<file path="src/rtl/b12_key_pkg.sv">
// Shared types and constants for the b12 key front end.
// Latency: n/a (package only).
// Backpressure: n/a.
package b12_key_pkg;

   // Key FSM state encoding
   typedef enum logic [1:0] {
      ST_IDLE  = 2'd0,
      ST_EMIT  = 2'd1,
      ST_HOLD  = 2'd2,
      ST_CHORD = 2'd3
   } key_st_e;

   // Button bit positions inside the 4-bit colour vector
   localparam int unsigned BTN_RED    = 0;
   localparam int unsigned BTN_GREEN  = 1;
   localparam int unsigned BTN_YELLOW = 2;
   localparam int unsigned BTN_BLUE   = 3;
   localparam int unsigned KEY_W      = BTN_BLUE + 1;

   localparam int unsigned DEB_CYCLES_DEF = 8;

   // True when exactly one bit of the key vector is set
   function automatic logic is_onehot(input logic [KEY_W-1:0] v);
      return (v != '0) && ((v & (v - 1'b1)) == '0);
   endfunction

endpackage

</file>
<file path="src/rtl/b12_key_frontend_if.sv">
// Button/strobe bundle between the panel side and the key front end.
// Latency: n/a (wires only).
// Backpressure: none; strobes are fire-and-forget single-cycle pulses.
//   btn[3:0]  raw colour buttons (async), btn_start raw start button (async)
//   k[3:0]    one-hot key strobe, start start strobe, busy key FSM not idle
interface b12_key_frontend_if;
   import b12_key_pkg::*;

   logic [KEY_W-1:0] btn;
   logic             btn_start;
   logic [KEY_W-1:0] k;
   logic             start;
   logic             busy;

   // master: panel / testbench side, slave: the front end
   modport master (output btn, btn_start, input  k, start, busy);
   modport slave  (input  btn, btn_start, output k, start, busy);

endinterface

</file>
<file path="src/rtl/b12_debounce.sv">
// Two-flop synchronizer followed by a per-vector stability filter.
// Latency: raw change to db_o is DEB_CYCLES+3 edges.
// Backpressure: none; always accepts input.
//   clock, reset (sync, active-high), raw_i[W-1:0] async in, db_o[W-1:0] clean out
module b12_debounce
   import b12_key_pkg::*;
#(
   parameter int unsigned W          = 1,
   parameter int unsigned DEB_CYCLES = DEB_CYCLES_DEF,
   parameter int unsigned CNT_W      = 6
) (
   input  logic         clock,
   input  logic         reset,
   input  logic [W-1:0] raw_i,
   output logic [W-1:0] db_o
);

   localparam logic [CNT_W-1:0] CNT_MAX = CNT_W'(DEB_CYCLES - 1);

   logic [W-1:0]     s1_q;
   logic [W-1:0]     s2_q;
   logic [W-1:0]     cand_q;
   logic [W-1:0]     db_q;
   logic [CNT_W-1:0] cnt_q;

   always_ff @(posedge clock) begin
      if (reset) begin
         s1_q   <= '0;
         s2_q   <= '0;
         cand_q <= '0;
         db_q   <= '0;
         cnt_q  <= '0;
      end else begin
         s1_q <= raw_i;
         s2_q <= s1_q;
         // The commit is taken whenever the candidate has been seen for
         // DEB_CYCLES samples, even on the edge where s2 moves away again.
         // That way a pulse of exactly DEB_CYCLES cycles is accepted while
         // the commit edge stays DEB_CYCLES after the candidate load.
         if (cnt_q == CNT_MAX) begin
            db_q <= cand_q;
         end
         if (s2_q != cand_q) begin
            cand_q <= s2_q;
            cnt_q  <= '0;
         end else if (cnt_q != CNT_MAX) begin
            cnt_q <= cnt_q + 1'b1;
         end
      end
   end

   assign db_o = db_q;

endmodule

</file>
<file path="src/rtl/b12_key_frontend.sv">
// Debounced colour/start buttons to single-cycle one-hot k and start strobes.
// Latency: raw press to strobe is DEB_CYCLES+4 edges.
// Backpressure: none; held keys never repeat, chords are dropped.
//   clock, reset (sync, active-high), bus (slave): btn/btn_start in, k/start/busy out
module b12_key_frontend
   import b12_key_pkg::*;
#(
   parameter int unsigned DEB_CYCLES = DEB_CYCLES_DEF,
   parameter int unsigned CNT_W      = 6
) (
   input  logic                clock,
   input  logic                reset,
   b12_key_frontend_if.slave   bus
);

   logic [KEY_W-1:0] db_key;
   logic             db_start;
   logic             db_start_q;
   key_st_e          st_q;
   logic [KEY_W-1:0] k_q;
   logic             start_q;
   logic             busy_q;

   b12_debounce #(.W(KEY_W), .DEB_CYCLES(DEB_CYCLES), .CNT_W(CNT_W)) u_deb_key (
      .clock (clock),
      .reset (reset),
      .raw_i (bus.btn),
      .db_o  (db_key)
   );

   b12_debounce #(.W(1), .DEB_CYCLES(DEB_CYCLES), .CNT_W(CNT_W)) u_deb_start (
      .clock (clock),
      .reset (reset),
      .raw_i (bus.btn_start),
      .db_o  (db_start)
   );

   // Key FSM: one strobe per press, then wait for all keys released
   always_ff @(posedge clock) begin
      if (reset) begin
         st_q   <= ST_IDLE;
         k_q    <= '0;
         busy_q <= 1'b0;
      end else begin
         case (st_q)
            ST_IDLE: begin
               if (db_key != '0) begin
                  busy_q <= 1'b1;
                  if (is_onehot(db_key)) begin
                     st_q <= ST_EMIT;
                     k_q  <= db_key;
                  end else begin
                     st_q <= ST_CHORD;
                  end
               end
            end
            ST_EMIT: begin
               k_q  <= '0;
               st_q <= ST_HOLD;
            end
            ST_HOLD, ST_CHORD: begin
               if (db_key == '0) begin
                  st_q   <= ST_IDLE;
                  busy_q <= 1'b0;
               end
            end
            default: begin
               st_q   <= ST_IDLE;
               k_q    <= '0;
               busy_q <= 1'b0;
            end
         endcase
      end
   end

   // Start strobe: rising edge of the debounced start, independent of keys
   always_ff @(posedge clock) begin
      if (reset) begin
         db_start_q <= 1'b0;
         start_q    <= 1'b0;
      end else begin
         db_start_q <= db_start;
         start_q    <= db_start & ~db_start_q;
      end
   end

   assign bus.k     = k_q;
   assign bus.start = start_q;
   assign bus.busy  = busy_q;

endmodule
</file>
<file path="src/flat_wrapper.sv">
// flat-port wrapper written by rule: the top's interface ports become plain ports
module b12_key_frontend_flat import b12_key_pkg::*;
#(
   parameter int unsigned DEB_CYCLES = DEB_CYCLES_DEF,
   parameter int unsigned CNT_W      = 6
)
  (clock, reset, bus_btn, bus_btn_start, bus_k, bus_start, bus_busy);
  b12_key_frontend_if bus_i ();
  input  logic clock;
  input  logic reset;
  input wire logic [$bits(bus_i.btn)-1:0] bus_btn;
  input wire logic [$bits(bus_i.btn_start)-1:0] bus_btn_start;
  output wire logic [$bits(bus_i.k)-1:0] bus_k;
  output wire logic [$bits(bus_i.start)-1:0] bus_start;
  output wire logic [$bits(bus_i.busy)-1:0] bus_busy;
  assign bus_i.btn = bus_btn;
  assign bus_i.btn_start = bus_btn_start;
  assign bus_k = bus_i.k;
  assign bus_start = bus_i.start;
  assign bus_busy = bus_i.busy;
  b12_key_frontend #(.DEB_CYCLES(DEB_CYCLES), .CNT_W(CNT_W)) u_core (.clock(clock), .reset(reset), .bus(bus_i));
endmodule
</file>
<file path="config.mk">
export PLATFORM = sky130hd
export DESIGN_NAME = b12_key_frontend_flat
export DESIGN_NICKNAME = d
export VERILOG_FILES = /design/src/rtl/b12_key_pkg.sv /design/src/rtl/b12_key_frontend_if.sv /design/src/rtl/b12_debounce.sv /design/src/rtl/b12_key_frontend.sv /design/src/flat_wrapper.sv
export SDC_FILE = /design/constraint.sdc
export NUM_CORES = 1
export LEC_CHECK = 0
export BUFFER_PORTS_ARGS = -buffer_cell sky130_fd_sc_hd__buf_2
export CORE_ASPECT_RATIO = 0.9
export CORE_MARGIN = 5
export CORE_UTILIZATION = 61
export CTS_BUF_LIST = sky130_fd_sc_hd__clkbuf_4 sky130_fd_sc_hd__clkbuf_8
export DETAILED_ROUTE_END_ITERATION = 10
export PLACE_DENSITY_LB_ADDON = 0.15
export SLEW_MARGIN = 20
export SYNTH_ARGS = -nofsm -noshare
export SYNTH_HDL_FRONTEND = slang
export SYNTH_SLANG_ARGS = --single-unit
</file>
<file path="constraint.sdc">
create_clock -name clock -period 1.75 [get_ports clock]
set_input_delay 0.525 -clock clock [delete_from_list [all_inputs] [get_ports clock]]
set_output_delay 0.525 -clock clock [all_outputs]
set_load 0.1 [all_outputs]
</file>
* Yosys cells after proc, flatten, opt, wreduce, memory -nomap -nowiden
Index checks and enable logic that the tools add are counted.
Cells by class: add/sub/neg operators 3, equality and inequality tests 12, muxes and demuxes 10, bitwise logic cells 3, reductions and logical operators 13
Operators by type and width (count):
- 6-bit by 1-bit adder with 6-bit output, second input constant | 2
- 6-bit by 3-bit == test with 1-bit output, second input constant | 2
- 6-bit by 3-bit inequality test with 1-bit output, second input constant | 2
- 4-bit zero test | 2
- 4-bit two-way mux | 2
- 4-bit one-hot mux with 2 select lines | 1
- 2-bit two-way mux | 3
- 2-bit by 1-bit inequality test with 1-bit output, second input constant | 3
- 2-bit one-hot mux with 3 select lines | 1
- 3-bit AND reduction | 2
- 2-bit OR reduction | 3
- 4-bit bitwise AND | 1
- 2-bit == test, second input constant | 2
- 4-bit inequality test | 1
- 2-bit nonzero test | 2
- 4-bit nonzero test | 1
- 4-bit by 1-bit subtractor with 4-bit output, second input constant | 1
- 2-bit by 1-bit == test with 1-bit output, second input constant | 1
- 2-bit zero test | 1
- 1-bit two-way mux | 2
- 1-bit one-hot mux with 2 select lines | 1
- 2-bit AND reduction | 1
- 1-bit bitwise AND | 1
- 1-bit logical AND | 1
- other kinds (2) | 2
Word-level totals: register bits 41, bits of input ports 7, output and inout port bits 6

* Depth between registers and ports, before layout
depth after elaboration 7, depth in mapped cells 5, mapped depth without buffers 4

* Modules after synthesis
A second synthesis with hierarchy kept.
Second synthesis, totals: cell total of the unflattened synthesis 164, area, all modules 1656.6 µm²
By module, submodules not included:
- b12_debounce (u_core.u_deb_key) | instances 1, cells each 78, area an instance 815.8 µm²
- b12_key_frontend | instances 1, cells each 45, area an instance 431.7 µm²
- b12_debounce (u_core.u_deb_start) | instances 1, cells each 41, area an instance 409.1 µm²

* Worst setup path before layout
OpenSTA, ideal clock, no wires.
path kind register to output, start point register u_core.busy_q, in the netlist u_core.bus.busy, end point output port bus_busy, data arrival time 0.955 ns, path slack 0.270 ns, stages on the path, launching flop included 1, path through dfxtp_1
RTL lines:
- start, declared | line b12_key_frontend.sv:22 | logic busy_q;
- start signal, assigned | line b12_key_frontend.sv:43 | busy_q <= 1'b0;
- start signal, assigned | line b12_key_frontend.sv:48 | busy_q <= 1'b1;
- start signal, assigned | line b12_key_frontend.sv:64 | busy_q <= 1'b0;
- end, declared | line flat_wrapper.sv:15 | output wire logic [$bits(bus_i.busy)-1:0] bus_busy;
No word-level cell between the ends.

* Final worst setup path
start point register u_core.busy_q, in the netlist u_core.bus.busy, end point output port bus_busy
No word-level cell between the ends.

==> reports/metrics.csv <==
metric;value;unit
synth.distinct_cells;40;
final_cell_mix;41 x dfxtp_1, 17 x nor2b_1, 12 x o21ai_0, 12 x buf_2, 10 x nor3_1;
syn-cell-area;1720;sq um
switching_power;0.000338;W
cts_resized;0;
fp.dieW;66.0;um
path_clk_slew;0.11;ns
start_kind;register;
synth_top_area_share;0.477;
cts_tree;yes;
overflow;0;
grt_max_degree;20;
worstPathBufferInverterCount;1;
rows;18;
clockRootBuffer;clkbuf_4;
vias_per_cell;5.61;
drive_above_1_share;0.151;
ioPinCount;13;
multi_input_area;832;sq um
gp_congestion;0.825;
synth-seq-area-share;0.477;
first_pass_iters;4;
nNetsFinal;194;
clock_power_share;0.311;
antenna_found_initial;0;
cts_buffer_depth;2;
tightest_slew;0.532;ns
use_met3;0.0444;
vdd_drop_max;0.564;mV
synth-xor-area-share;0.0662;
async_reset_ff_frac;0;
cp.required;1.22;ns
post-cts-setup-buffer-count;0;
avgSynthCellArea;9.77;sq um
synth_fa_ha_area_frac;0.0204;
finalSetupViolations;0;
sw_frac_of_total;0.222;
layout_commonest_cell;dfxtp_1;
cts.sinks;41;
ant_nets;0;
internal_power;0.00118;W
regArea;821;sq um
synth_fp_nets;185;
grt_setup_unrepaired;no;
vias;1263;
clk_latency;0.34;ns
wl_per_cell;12.8;um
core_area;2730;sq um
grt-busiest-layer;met2;
synth_seq_cells;41;
crit_chain;buf_2;
wl;2.89;mm
hpwl;2.05;mm
synth_top_family_by_area;simple AND/OR/NAND/NOR gates;
powerDensity;823;nW/um^2
n_fill_cell;234;
hold_path_class;primary input to register;
cp_slowest_cell;buf_2;
status;finished, final reports clean;
maxCapViolCount;0;
syn-instance-count;176;
synth-compound-area-share;0.143;
area_growth;7.28;%
fmax;587;MHz
arrival;1.18;ns
skew;0.00871;ns
critPathTopFamily;buffers and inverters;
finalSetupTns;0;ns
worstPathMaxFanout;3;
p_seq_frac;0.641;
use_met2;0.316;
die-area;3980;sq um
drc;0;
ys_top_cells_by_area;dfxtp_1 48%, nor2b_1 6.2%, xnor2_1 3.6%;
fin_crit;1.70;ns
start_util;0.631;
synth_area_leader_cell;dfxtp_1;
dr.first_iter.drc_count;96;
synth-main-ff-cell;dfxtp_1;
port_buffers;12;
cp_slowest_stage_delay;0.45;ns
p_leak;0.667;nW
htreeDepth;2;
final_max_slew_viol_count;0;
fin_util;0.677;
met1_usage;0.190;
synth_mux_area_frac;0.0175;
gr-usage-all-layers;0.172;
yosys_warnings;0;
antenna_cells;0;
finalHoldViolCount;0;
relSlewSlack;0.645;
critPathKind;register to output port;
grt_pass1_wl;5.23;mm
synthSimpleGateAreaFrac;0.237;
cts_hold_buf;0;
fin_crit_sh;0.973;
die_h;60.4;um
cts_buffers;5;
worstSetupEndpointType;output port;
power_frac_comb;0.048;
synth_edf_count;0;
grt_pass1_vias;1243;
==> Yosys cell counts, types with 2 or more instances <==
cell / n
a211oi_1: 4
xnor2_1: 7
ha_1: 2
nand3b_1: 6
xor2_1: 6
nor4_1: 3
buf_2: 5
nand3_1: 4
dfxtp_1: 41
o21ai_0: 12
a31oi_1: 4
a211o_1: 2
or3_1: 2
nor2b_1: 17
nand2b_1: 2
a21oi_1: 8
or3b_1: 2
o211ai_1: 2
nand2_1: 4
o21a_1: 2
clkbuf_1: 5
nor3_1: 10
mux2i_1: 3
nor2_1: 6
inv_1: 2
==> final timing paths <==
kind | startpoint | to | slack [ns] | cells after the start
worst max-delay path | u_core.bus.busy | bus_busy | 0.05 | 1
worst min-delay path | bus_btn[1] | u_core.u_deb_key.s1_q[1] | 0.39 | 2
worst max register to register | u_core.u_deb_key.cnt_q[0] | u_core.u_deb_key.cnt_q[0] | 0.25 | 4
worst min register to register | u_core.db_start_q | u_core.bus.start | 0.41 | 1
==> cell type report <==
cell class,count,area share
Timing Repair Buffer,14,0.0407
Clock inverter,1,0.00407
Clock buffer,6,0.0278
Inverter,2,0.00407
Multi-Input combinational cell,121,0.451
Sequential cell,41,0.445
Tap cell,40,0.0271
==> power groups by stage <==
stage,clock network (W),logic (W),registers (W)
6_report,0.000472,0.0000732,0.000973
3_3_place_gp,0,0.0000698,0.000993
3_5_place_dp,0,0.0000729,0.000995
4_1_cts,0.000490,0.0000738,0.000974
2_1_floorplan,0,0.0000551,0.000990
5_1_grt,0.000531,0.0000838,0.000977
==> metrics by stage <==
step,setup WS (ns),power [W],instance area (sq um),hold WS (ns),instances
2_1_floorplan,0.270,0.00105,1720,0.367,176
3_3_place_gp,0.383,0.00106,1790,0.374,218
3_5_place_dp,0.294,0.00107,1790,0.401,218
4_1_cts,0.0260,0.00154,1840,0.371,225
5_1_grt,0.00292,0.00159,1840,0.384,225
6_report,0.0472,0.00152,1840,0.388,225
==> layer usage <==
metal,wire (um),part of all wire
met3,172,0.060
met5,0,0
met1,1280,0.44
met4,17,0.0059
met2,1420,0.49
==> cells by family (layout without fill, tap and decap cells) <==
| logic type | Yosys count | count (layout) |
|---|---|---|
| AND/OR/NAND/NOR | 63 | 63 |
| flip-flops | 41 | 41 |
| AO/OA/AOI/OAI | 39 | 39 |
| buffers and inverters | 14 | 23 |
| XOR/XNOR | 13 | 13 |
| adder cells (fa/ha/maj) | 3 | 3 |
| multiplexers | 3 | 3 |
==> sequential cells by signal, summed over array words and instances (netlist names) <==
signal,count
u_core.bus.busy,1
u_core.bus.k,4
u_core.bus.start,1
u_core.db_start_q,1
u_core.st_q,2
u_core.u_deb_key.cand_q,4
u_core.u_deb_key.cnt_q,6
u_core.u_deb_key.db_o,4
u_core.u_deb_key.s1_q,4
u_core.u_deb_key.s2_q,4
u_core.u_deb_start.cand_q,1
u_core.u_deb_start.cnt_q,6
u_core.u_deb_start.db_o,1
u_core.u_deb_start.s1_q,1
u_core.u_deb_start.s2_q,1
No activity file was read; power rests on OpenSTA's default activity.
